$ cat src/rtl/icache_fill_ctrl_if.sv
// ---------------------------------------------------------------------------
// icache_fill_ctrl_if
//   Bundles the three buses of the I-cache fill controller:
//   - core side:   req_valid/req_addr/req_ready, rsp_valid/rsp_data/rsp_err
//   - store side:  st_* compare-read / fill-write access and its hit/valid/data
//   - memory side: mem_req/mem_addr/mem_gnt, mem_rsp_valid/mem_rsp_data
//   master: the controller.  slave: the environment (core, store, memory).
// ---------------------------------------------------------------------------
interface icache_fill_ctrl_if #(
    parameter int TAG_W    = 22,
    parameter int INDEX_W  = 6,
    parameter int OFFSET_W = 6,
    parameter int DATA_W   = 64
);
    localparam int ADDR_W = TAG_W + INDEX_W + OFFSET_W;

    // core
    logic                req_valid;
    logic [ADDR_W-1:0]   req_addr;
    logic                req_ready;
    logic                rsp_valid;
    logic [DATA_W-1:0]   rsp_data;
    logic                rsp_err;
    // store
    logic                st_enable;
    logic [TAG_W-1:0]    st_tag;
    logic [INDEX_W-1:0]  st_index;
    logic [OFFSET_W-1:0] st_offset;
    logic [DATA_W-1:0]   st_data_in;
    logic                st_comp;
    logic                st_write;
    logic                st_valid_in;
    logic                st_hit;
    logic                st_valid;
    logic [DATA_W-1:0]   st_data_out;
    // lower memory level
    logic                mem_req;
    logic [ADDR_W-1:0]   mem_addr;
    logic                mem_gnt;
    logic                mem_rsp_valid;
    logic [DATA_W-1:0]   mem_rsp_data;

    modport master (
        input  req_valid, req_addr,
        output req_ready, rsp_valid, rsp_data, rsp_err,
        output st_enable, st_tag, st_index, st_offset, st_data_in,
               st_comp, st_write, st_valid_in,
        input  st_hit, st_valid, st_data_out,
        output mem_req, mem_addr,
        input  mem_gnt, mem_rsp_valid, mem_rsp_data
    );

    modport slave (
        output req_valid, req_addr,
        input  req_ready, rsp_valid, rsp_data, rsp_err,
        input  st_enable, st_tag, st_index, st_offset, st_data_in,
               st_comp, st_write, st_valid_in,
        output st_hit, st_valid, st_data_out,
        input  mem_req, mem_addr,
        output mem_gnt, mem_rsp_valid, mem_rsp_data
    );
endinterface

$ cat src/rtl/icache_fill_ctrl.sv
// ---------------------------------------------------------------------------
// icache_fill_ctrl
//   Initiator-side controller for the L1 instruction cache store. A fetch is
//   looked up with a compare-read; on a miss the 64B line is requested from
//   the lower level, written into the store word by word, and the lookup is
//   repeated so the response always comes out of the store.
// Ports:
//   clk, rst  : clock, asynchronous active-high reset
//   bus       : icache_fill_ctrl_if.master (core, store and memory buses)
//   hit_cnt   : saturating count of hit responses
//   miss_cnt  : saturating count of line fills started
// ---------------------------------------------------------------------------
module icache_fill_ctrl #(
    parameter int TAG_W    = 22,
    parameter int INDEX_W  = 6,
    parameter int OFFSET_W = 6,
    parameter int DATA_W   = 64,
    parameter int CNT_W    = 16
) (
    input  logic               clk,
    input  logic               rst,
    icache_fill_ctrl_if.master bus,
    output logic [CNT_W-1:0]   hit_cnt,
    output logic [CNT_W-1:0]   miss_cnt
);
    localparam int ADDR_W = TAG_W + INDEX_W + OFFSET_W;
    localparam int WSEL_W = OFFSET_W - 3;   // word select within a line (8B words)

    typedef enum logic [2:0] {
        S_IDLE,
        S_LOOKUP,
        S_MREQ,
        S_FILL,
        S_ERR
    } state_t;

    state_t              r_state;
    state_t              w_next;
    logic [ADDR_W-1:0]   r_addr;
    logic [WSEL_W-1:0]   r_cnt;
    logic                r_rsp_valid;
    logic [DATA_W-1:0]   r_rsp_data;
    logic                r_rsp_err;
    logic [CNT_W-1:0]    r_hit_cnt;
    logic [CNT_W-1:0]    r_miss_cnt;

    logic                w_latch;
    logic                w_rsp_valid;
    logic [DATA_W-1:0]   w_rsp_data;
    logic                w_rsp_err;
    logic                w_hit_inc;
    logic                w_miss_inc;
    logic                w_cnt_clr;
    logic                w_cnt_inc;

    logic [TAG_W-1:0]    w_tag;
    logic [INDEX_W-1:0]  w_index;
    logic [OFFSET_W-1:0] w_offset;

    assign w_tag    = r_addr[ADDR_W-1 -: TAG_W];
    assign w_index  = r_addr[OFFSET_W +: INDEX_W];
    assign w_offset = r_addr[OFFSET_W-1:0];

    // Next state plus every combinational output. Store and memory buses
    // carry address fields only while they are actually in use, so idle
    // cycles show all-zero buses.
    always_comb begin
        w_next          = r_state;
        w_latch         = 1'b0;
        w_rsp_valid     = 1'b0;
        w_rsp_data      = '0;
        w_rsp_err       = 1'b0;
        w_hit_inc       = 1'b0;
        w_miss_inc      = 1'b0;
        w_cnt_clr       = 1'b0;
        w_cnt_inc       = 1'b0;
        bus.req_ready   = 1'b0;
        bus.st_enable   = 1'b0;
        bus.st_tag      = '0;
        bus.st_index    = '0;
        bus.st_offset   = '0;
        bus.st_data_in  = '0;
        bus.st_comp     = 1'b0;
        bus.st_write    = 1'b0;
        bus.st_valid_in = 1'b0;
        bus.mem_req     = 1'b0;
        bus.mem_addr    = '0;

        unique case (r_state)
            S_IDLE: begin
                bus.req_ready = 1'b1;
                if (bus.req_valid) begin
                    w_latch = 1'b1;
                    // fetches must be 8B aligned; anything else is answered
                    // with an error and never touches the store
                    w_next  = (bus.req_addr[2:0] != 3'b000) ? S_ERR : S_LOOKUP;
                end
            end

            S_ERR: begin
                w_rsp_valid = 1'b1;
                w_rsp_err   = 1'b1;
                w_next      = S_IDLE;
            end

            S_LOOKUP: begin
                bus.st_enable = 1'b1;
                bus.st_comp   = 1'b1;
                bus.st_tag    = w_tag;
                bus.st_index  = w_index;
                bus.st_offset = w_offset;
                if (bus.st_hit && bus.st_valid) begin
                    w_rsp_valid = 1'b1;
                    w_rsp_data  = bus.st_data_out;
                    w_hit_inc   = 1'b1;
                    w_next      = S_IDLE;
                end else begin
                    w_miss_inc  = 1'b1;
                    w_next      = S_MREQ;
                end
            end

            S_MREQ: begin
                bus.mem_req  = 1'b1;
                bus.mem_addr = {w_tag, w_index, {OFFSET_W{1'b0}}};
                if (bus.mem_gnt) begin
                    w_cnt_clr = 1'b1;
                    w_next    = S_FILL;
                end
            end

            S_FILL: begin
                // fill words arrive in order, so the beat counter alone picks
                // the destination word; idle beats leave the store untouched
                if (bus.mem_rsp_valid) begin
                    bus.st_enable   = 1'b1;
                    bus.st_write    = 1'b1;
                    bus.st_valid_in = 1'b1;
                    bus.st_tag      = w_tag;
                    bus.st_index    = w_index;
                    bus.st_offset   = {r_cnt, 3'b000};
                    bus.st_data_in  = bus.mem_rsp_data;
                    w_cnt_inc       = 1'b1;
                    if (r_cnt == '1) begin
                        w_next = S_LOOKUP;
                    end
                end
            end

            default: begin
                w_next = S_IDLE;
            end
        endcase
    end

    always_ff @(posedge clk or posedge rst) begin
        if (rst) begin
            r_state <= S_IDLE;
        end else begin
            r_state <= w_next;
        end
    end

    always_ff @(posedge clk or posedge rst) begin
        if (rst) begin
            r_addr <= '0;
            r_cnt  <= '0;
        end else begin
            if (w_latch) begin
                r_addr <= bus.req_addr;
            end
            if (w_cnt_clr) begin
                r_cnt <= '0;
            end else if (w_cnt_inc) begin
                r_cnt <= r_cnt + 1'b1;   // wraps to 0 after the last word
            end
        end
    end

    // Response is a registered one-cycle strobe; data and err are zero
    // whenever valid is low.
    always_ff @(posedge clk or posedge rst) begin
        if (rst) begin
            r_rsp_valid <= 1'b0;
            r_rsp_data  <= '0;
            r_rsp_err   <= 1'b0;
        end else begin
            r_rsp_valid <= w_rsp_valid;
            r_rsp_data  <= w_rsp_data;
            r_rsp_err   <= w_rsp_err;
        end
    end

    always_ff @(posedge clk or posedge rst) begin
        if (rst) begin
            r_hit_cnt  <= '0;
            r_miss_cnt <= '0;
        end else begin
            if (w_hit_inc && (r_hit_cnt != '1)) begin
                r_hit_cnt <= r_hit_cnt + 1'b1;
            end
            if (w_miss_inc && (r_miss_cnt != '1)) begin
                r_miss_cnt <= r_miss_cnt + 1'b1;
            end
        end
    end

    assign bus.rsp_valid = r_rsp_valid;
    assign bus.rsp_data  = r_rsp_data;
    assign bus.rsp_err   = r_rsp_err;
    assign hit_cnt       = r_hit_cnt;
    assign miss_cnt      = r_miss_cnt;
endmodule

$ cat src/flat_wrapper.sv
// flat-port wrapper written by rule: the top's interface ports become plain ports
module icache_fill_ctrl_flat 
#(
    parameter int TAG_W    = 22,
    parameter int INDEX_W  = 6,
    parameter int OFFSET_W = 6,
    parameter int DATA_W   = 64,
    parameter int CNT_W    = 16
)
  (clk, rst, hit_cnt, miss_cnt, bus_req_valid, bus_req_addr, bus_req_ready, bus_rsp_valid, bus_rsp_data, bus_rsp_err, bus_st_enable, bus_st_tag, bus_st_index, bus_st_offset, bus_st_data_in, bus_st_comp, bus_st_write, bus_st_valid_in, bus_st_hit, bus_st_valid, bus_st_data_out, bus_mem_req, bus_mem_addr, bus_mem_gnt, bus_mem_rsp_valid, bus_mem_rsp_data);
  icache_fill_ctrl_if #(.TAG_W(TAG_W), .INDEX_W(INDEX_W), .OFFSET_W(OFFSET_W), .DATA_W(DATA_W)) bus_i ();
  input  logic clk;
  input  logic rst;
  output logic [CNT_W-1:0] hit_cnt;
  output logic [CNT_W-1:0] miss_cnt;
  input wire logic [$bits(bus_i.req_valid)-1:0] bus_req_valid;
  input wire logic [$bits(bus_i.req_addr)-1:0] bus_req_addr;
  output wire logic [$bits(bus_i.req_ready)-1:0] bus_req_ready;
  output wire logic [$bits(bus_i.rsp_valid)-1:0] bus_rsp_valid;
  output wire logic [$bits(bus_i.rsp_data)-1:0] bus_rsp_data;
  output wire logic [$bits(bus_i.rsp_err)-1:0] bus_rsp_err;
  output wire logic [$bits(bus_i.st_enable)-1:0] bus_st_enable;
  output wire logic [$bits(bus_i.st_tag)-1:0] bus_st_tag;
  output wire logic [$bits(bus_i.st_index)-1:0] bus_st_index;
  output wire logic [$bits(bus_i.st_offset)-1:0] bus_st_offset;
  output wire logic [$bits(bus_i.st_data_in)-1:0] bus_st_data_in;
  output wire logic [$bits(bus_i.st_comp)-1:0] bus_st_comp;
  output wire logic [$bits(bus_i.st_write)-1:0] bus_st_write;
  output wire logic [$bits(bus_i.st_valid_in)-1:0] bus_st_valid_in;
  input wire logic [$bits(bus_i.st_hit)-1:0] bus_st_hit;
  input wire logic [$bits(bus_i.st_valid)-1:0] bus_st_valid;
  input wire logic [$bits(bus_i.st_data_out)-1:0] bus_st_data_out;
  output wire logic [$bits(bus_i.mem_req)-1:0] bus_mem_req;
  output wire logic [$bits(bus_i.mem_addr)-1:0] bus_mem_addr;
  input wire logic [$bits(bus_i.mem_gnt)-1:0] bus_mem_gnt;
  input wire logic [$bits(bus_i.mem_rsp_valid)-1:0] bus_mem_rsp_valid;
  input wire logic [$bits(bus_i.mem_rsp_data)-1:0] bus_mem_rsp_data;
  assign bus_i.req_valid = bus_req_valid;
  assign bus_i.req_addr = bus_req_addr;
  assign bus_req_ready = bus_i.req_ready;
  assign bus_rsp_valid = bus_i.rsp_valid;
  assign bus_rsp_data = bus_i.rsp_data;
  assign bus_rsp_err = bus_i.rsp_err;
  assign bus_st_enable = bus_i.st_enable;
  assign bus_st_tag = bus_i.st_tag;
  assign bus_st_index = bus_i.st_index;
  assign bus_st_offset = bus_i.st_offset;
  assign bus_st_data_in = bus_i.st_data_in;
  assign bus_st_comp = bus_i.st_comp;
  assign bus_st_write = bus_i.st_write;
  assign bus_st_valid_in = bus_i.st_valid_in;
  assign bus_i.st_hit = bus_st_hit;
  assign bus_i.st_valid = bus_st_valid;
  assign bus_i.st_data_out = bus_st_data_out;
  assign bus_mem_req = bus_i.mem_req;
  assign bus_mem_addr = bus_i.mem_addr;
  assign bus_i.mem_gnt = bus_mem_gnt;
  assign bus_i.mem_rsp_valid = bus_mem_rsp_valid;
  assign bus_i.mem_rsp_data = bus_mem_rsp_data;
  icache_fill_ctrl #(.TAG_W(TAG_W), .INDEX_W(INDEX_W), .OFFSET_W(OFFSET_W), .DATA_W(DATA_W), .CNT_W(CNT_W)) u_core (.clk(clk), .rst(rst), .bus(bus_i), .hit_cnt(hit_cnt), .miss_cnt(miss_cnt));
endmodule
$ cat config.mk
export PLATFORM = sky130hd
export DESIGN_NAME = icache_fill_ctrl_flat
export DESIGN_NICKNAME = d
export VERILOG_FILES = /design/src/rtl/icache_fill_ctrl_if.sv /design/src/rtl/icache_fill_ctrl.sv /design/src/flat_wrapper.sv
export SDC_FILE = /design/constraint.sdc
export NUM_CORES = 1
export LEC_CHECK = 0
export ABC_AREA = 0
export CAP_MARGIN = 25
export CORE_MARGIN = 10
export CORE_UTILIZATION = 24
export CTS_CLUSTER_SIZE = 30
export DETAILED_ROUTE_END_ITERATION = 12
export PLACE_DENSITY = 0.59
export REMOVE_ABC_BUFFERS = 1
export SLEW_MARGIN = 20
export SYNTH_ARGS = -nofsm -noshare
export SYNTH_HDL_FRONTEND = slang
export SYNTH_SLANG_ARGS = --single-unit
$ cat constraint.sdc
create_clock -name clk -period 5.4 [get_ports clk]
set_clock_uncertainty 0.1 [all_clocks]
set_input_delay 0.54 -clock clk [delete_from_list [all_inputs] [get_ports clk]]
set_output_delay 0.54 -clock clk [all_outputs]
set_load 0.02 [all_outputs]
After elaboration in Yosys (flattened, before gate mapping)
Index checks and enable logic that the tools add are counted.

cells by class
  $add $sub $neg = 3
  equality and inequality tests = 11
  muxes and demuxes = 36
  reduce and logical (&&, ||, !) cells = 7

operators by type and width
  kind                                                                   count
  64-bit 2-to-1 mux                                                      4
  22-bit one-hot mux with 2 select lines                                 1
  34-bit 2-to-1 mux                                                      1
  16-bit by 1-bit adder with 16-bit output, second input constant        2
  16-bit != test, second input constant                                  2
  6-bit one-hot mux with 2 select lines                                  2
  22-bit 2-to-1 mux                                                      1
  3-bit 2-to-1 mux                                                       7
  1-bit 2-to-1 mux                                                       14
  6-bit 2-to-1 mux                                                       2
  3-bit one-hot mux with 4 select lines                                  1
  3-bit by 2-bit equality test with 1-bit output, second input constant  2
  3-bit equality test, second input constant                             2
  2-bit != test, second input constant                                   3
  1-bit one-hot mux with 2 select lines                                  2
  4-bit AND reduction                                                    1
  3-bit by 1-bit adder with 3-bit output, second input constant          1
  3-bit by 1-bit equality test with 1-bit output, second input constant  1
  1-bit logical AND                                                      3
  3-bit logical NOT                                                      1
  3-bit nonzero test                                                     1
  2-bit 2-to-1 mux                                                       1
  2-bit by 1-bit != test with 1-bit output, second input constant        1
  2-bit nonzero test                                                     1

word-level totals
  bits in registers = 138
  output and inout bits = 236
  logic and storage cells = 65

Depth between registers and ports, before layout
  depth in word-level cells = 4
  mapped depth = 6
  mapped depth without buffers = 6

Least setup slack after synthesis
Ideal clock, no wire load.

  kind = reg-to-reg
  start point = reg u_core.r_state[1]
  end point = reg u_core.r_addr[10]
  setup time = 125 ps
  data arrival time = 2167 ps
  setup slack = 3008 ps
  cell stages (with the launch flop) = 6
  buffers on the path = 2
  period minus slack after synthesis = 2392 ps
  path through = dfrtp_1 nor3_1 and2_1 clkbuf_1 buf_1 mux2_2

on the way
  word-level cells in the longest chain between the ends = 2

RTL lines
  what                      line                     source
  start: declaration        icache_fill_ctrl.sv:37   state_t r_state;
  start signal: assignment  icache_fill_ctrl.sv:160  r_state <= w_next;
  3-bit logical NOT         icache_fill_ctrl.sv:89   unique case (r_state)
  1-bit 2-to-1 mux          icache_fill_ctrl.sv:89
  end signal: assignment    icache_fill_ctrl.sv:170  r_addr <= bus.req_addr;
  end: declaration          icache_fill_ctrl.sv:39   logic [ADDR_W-1:0] r_addr;

No other way between the ends.
A chain may end at the register's enable or synchronous reset.

Final worst setup path
  start point = in bus_mem_rsp_valid
  end point = out bus_st_data_in[45]

on the way
  word-level cells in the longest chain between the ends = 2

RTL lines
  what                line                     source
  start: declaration  flat_wrapper.sv:36       input wire logic [$bits(bus_i.mem_rsp_valid)-1:0] bus_mem_rsp_valid;
  64-bit 2-to-1 mux   icache_fill_ctrl.sv:135  if (bus.mem_rsp_valid) begin
  64-bit 2-to-1 mux   icache_fill_ctrl.sv:89
  end: declaration    flat_wrapper.sv:26       output wire logic [$bits(bus_i.st_data_in)-1:0] bus_st_data_in;

No other way between the ends.

==> summary.txt <==
Run status
  • Status: finished clean

Layout
  • Area delta synth->final: 80.81%
  • # fillers: between 2000 and 2500
  • Commonest cells after routing, fill and taps aside: 398 x clkdlybuf4s50_1, 189 x and2_1, 138 x dfrtp_1, 36 x mux2_2, 17 x clkbuf_16
  • Most common cell after layout, fill and taps aside: clkdlybuf4s50_1
  • Layout cells sized above 1: a little under a tenth
  • Final instance area: roughly 11000 um2
  • Nets@finish: ~1100

Routing
  • Met2 WL: roughly 14000 um
  • DRT antenna net count: 0
  • Pre-antenna DRT Iters: 4
  • DRT Wirelength: between 20000 and 30000 um
  • Routed met3 length: 3501 um
  • Post-route DRC: 0
  • Drt via density: around 4.2
  • WL/cell: approximately 22 um
  • Iter 0 DRT Violations: 232
  • Routed met1 length: between 9000 and 10000 um
  • DR vias: roughly 5300
  • Top sig layer: met5

Placement
  • Detailed-placement wirelength estimate: 22030 um
  • Dpl cell area: between 10000 and 15000 um2
  • RePlAce Congestion: about 0.83
  • Post-Place Setup Slack: about 1.7 ns
  • I/O Buffers: between 300 and 400

Clocking
  • Post_cts resized: 0
  • H-tree depth: 4
  • CTS Buf Count: 17
  • Setup Fix Bufs, Post-CTS: 0
  • CTS tree: done
  • CTS max path bufs: 2
  • Root buffer cell: clkbuf_16
  • Worst-path clk slew: 0.06 ns
  • Worst-skew pair later-pin latency: roughly 0.42 ns
  • CTS Hold Bufs: 0
  • Clock sink count: roughly 140

Timing
  • FMAX: 296.3 MHz
  • Fin Setup TNS: 0 ns
  • Slew Viols, Final: 0
  • Final min period: ~3.4 ns
  • Slew margin rel.: roughly half
  • Worst-Margin Slew: approximately 0.77 ns
  • Fin. Hold Viols: 0
  • RSZ-0062 raised after global routing: false
  • Setup violators final: 0
  • Tcrit/Tclk final: 62.49%
  • Worst setup margin: between 2 and 2.5 ns

Setup path
  • Setup crit end kind: primary output
  • Crit path DAT: 2.73 ns
  • CP Max Fanout: 72
  • Critical path class: in -> out
  • Reg2reg start: u_core.r_state[0]
  • Reg2Reg Setup Slack: roughly 2.8 ns
  • Setup crit start kind: primary input
  • RR Endpoint: u_core.hit_cnt[1]
  • Req. time, crit path: 4.76 ns
  • R2R cell count: 5

Synth
  • Post-synthesis mux area share: ~7.1%
  • XOR/XNOR share of the synthesized area: under 10%
  • Flops & latches, synth: between 100 and 150
  • Post-Synth Simple-Gate Area: 26.87%
  • Combinational family with the most area after synthesis: simple AND/OR/NAND/NOR gates
  • Syn Area/Cell: ~12 um2
  • Syn. warnings: 0
  • Post-synthesis cell area: slightly above 6000 um2
  • Sequential fraction of the synthesis area: a little under three fifths
  • Unique masters post-synth: 42
  • Complex-gate fraction of the synthesized area: 2.075%
  • Post-Syn Instances: 525
  • Adder-cell share of the synthesized area: less than 1%

Pwr
  • Peak supply drop: between 0.0002 and 0.00025 V
  • Leakage: ~4.7 nW
  • Cell Pwr Density: about 330 nW/um2

GRT
  • GRT overflow: 0
  • First-pass GRT wire length: between 30000 and 40000 um
  • Initial antenna violation count: 3
  • Tot GR Track Use: between 10% and 20%
  • Vias in the first global route: roughly 5600
  • Largest net degree at the start of global routing: 80

Die
  • Starting Density: between 20% and 30%
  • Die height: 179.3 um
  • Row cnt: between 50 and 60
  • Ports: just over 400
  • Core ar.: between 20000 and 30000 um2
  • Die Area: 32150 um2
  • Die X: about 180 um

Worst hold path
  • Worst hold path type: reg -> reg
  • Worst hold path depth: 1
  • Hold_sp: u_core.r_addr[2]
  • Hold Path End: u_core.r_addr[2]

Run
  • Maxcap violations: 0
-- flip-flops by register name (all words and copies together), names as in the netlist --
name,flops
u_core.r_state,3
u_core.hit_cnt,16
u_core.r_cnt,3
u_core.miss_cnt,16
u_core.bus.rsp_valid,1
u_core.bus.rsp_err,1
u_core.r_addr,34
u_core.bus.rsp_data,64
-- how the worst max path moves through the flow --
stage                                 start                endpoint  slack, ns  cells after the start
after floorplan                         rst  u_core.bus.rsp_data[0]       1.06                      1
after global placement    bus_mem_rsp_valid      bus_st_data_in[38]       1.78                      4
after detailed placement  bus_mem_rsp_valid      bus_st_data_in[38]       1.72                      4
after CTS                 bus_mem_rsp_valid      bus_st_data_in[38]       1.69                      4
after global routing      bus_mem_rsp_valid      bus_st_data_in[38]       1.91                      4
final                     bus_mem_rsp_valid      bus_st_data_in[45]       2.03                      4
-- power breakdown --
group	switching [mW]	total, mW	leakage [nW]	internal (mW)
combinational	0.503	1.08	2.56	0.580
sequential	0.146	1.36	1.82	1.22
clock	0.511	1.17	0.287	0.654
-- kinds of logic (layout without fill, tap and decap cells) --
kind of cell / after synthesis / after routing
DFF: 138 / 138
AOI/OAI and AO/OA: 18 / 18
and+or+nand+nor: 264 / 264
buffers and inverters: 36 / 440
xor gates and xnor gates: 25 / 25
other: 1 / 7
muxes: 39 / 39
adders and majority gates: 4 / 4
-- cell usage after synthesis, drive strengths merged --
library cell / n / area share, %
a21oi: 5 / 0.41
nand2: 11 / 0.80
or3b: 1 / 0.18
nor4: 5 / 0.51
nor2b: 3 / 0.31
nand2b: 1 / 0.10
or4: 1 / 0.18
ha: 4 / 0.82
nand3: 8 / 0.66
and2: 189 / 19
clkinv: 1 / 0.14
conb: 1 / 0.062
or2: 1 / 0.10
nor2: 10 / 0.62
mux2i: 3 / 0.49
xor2: 12 / 1.7
and4b: 1 / 0.16
o21ai: 1 / 0.082
inv: 3 / 0.18
a21boi: 2 / 0.31
nand3b: 1 / 0.12
a41oi: 1 / 0.14
nand4: 11 / 1.1
clkbuf: 22 / 1.4
o21a: 1 / 0.12
or3: 1 / 0.18
and3: 5 / 0.51
nor3b: 3 / 0.37
nand4bb: 1 / 0.18
and4: 4 / 0.58
xnor2: 13 / 1.9
o311a: 1 / 0.16
dfrtp: 138 / 57
buf: 10 / 1.0
mux2: 36 / 6.7
a22o: 3 / 0.43
nor3: 7 / 0.74
a31oi: 4 / 0.41
-- critical path: stages --
cell and delay (ns):
clkdlybuf4s50_1 0.53, and4b_4 0.72, and2_1 0.23, clkdlybuf4s50_1 0.68
-- metrics by stage --
| step | util [%] | std cells | power, mW | hold slack, ns |
|---|---|---|---|---|
| final | 43.86 | 1265 | 3.610 | 0.3989 |
| after global routing | 43.85 | 1264 | 3.803 | 0.4148 |
| after CTS | 43.84 | 1264 | 3.685 | 0.4022 |
| after detailed placement | 41.53 | 1232 | 2.487 | 0.3882 |
| after global placement | 41.53 | 1232 | 2.477 | 0.3815 |
| after floorplan | - | 498 | 1.879 | 0.3722 |
-- cell type report --
type | count | area, um2 | area share, %
repair buffers | 404 | 4029 | 36.58
flip-flops and latches | 138 | 3453 | 31.36
multi-input cells | 356 | 2511 | 22.80
clock buffers | 17 | 425.4 | 3.863
well taps | 330 | 412.9 | 3.749
clock inverters | 15 | 153.9 | 1.397
inverters | 4 | 25.02 | 0.2272
diodes | 1 | 2.502 | 0.02272
-- metal layers --
layer / vias to the layer above / GRT usage, %
li1: 2508 / -
met1: 2454 / 16.71
met4: 6 / 3.895
met3: 17 / 8.909
met5: - / 0
met2: 273 / 28.85
Power figures use the tool's default switching activity.
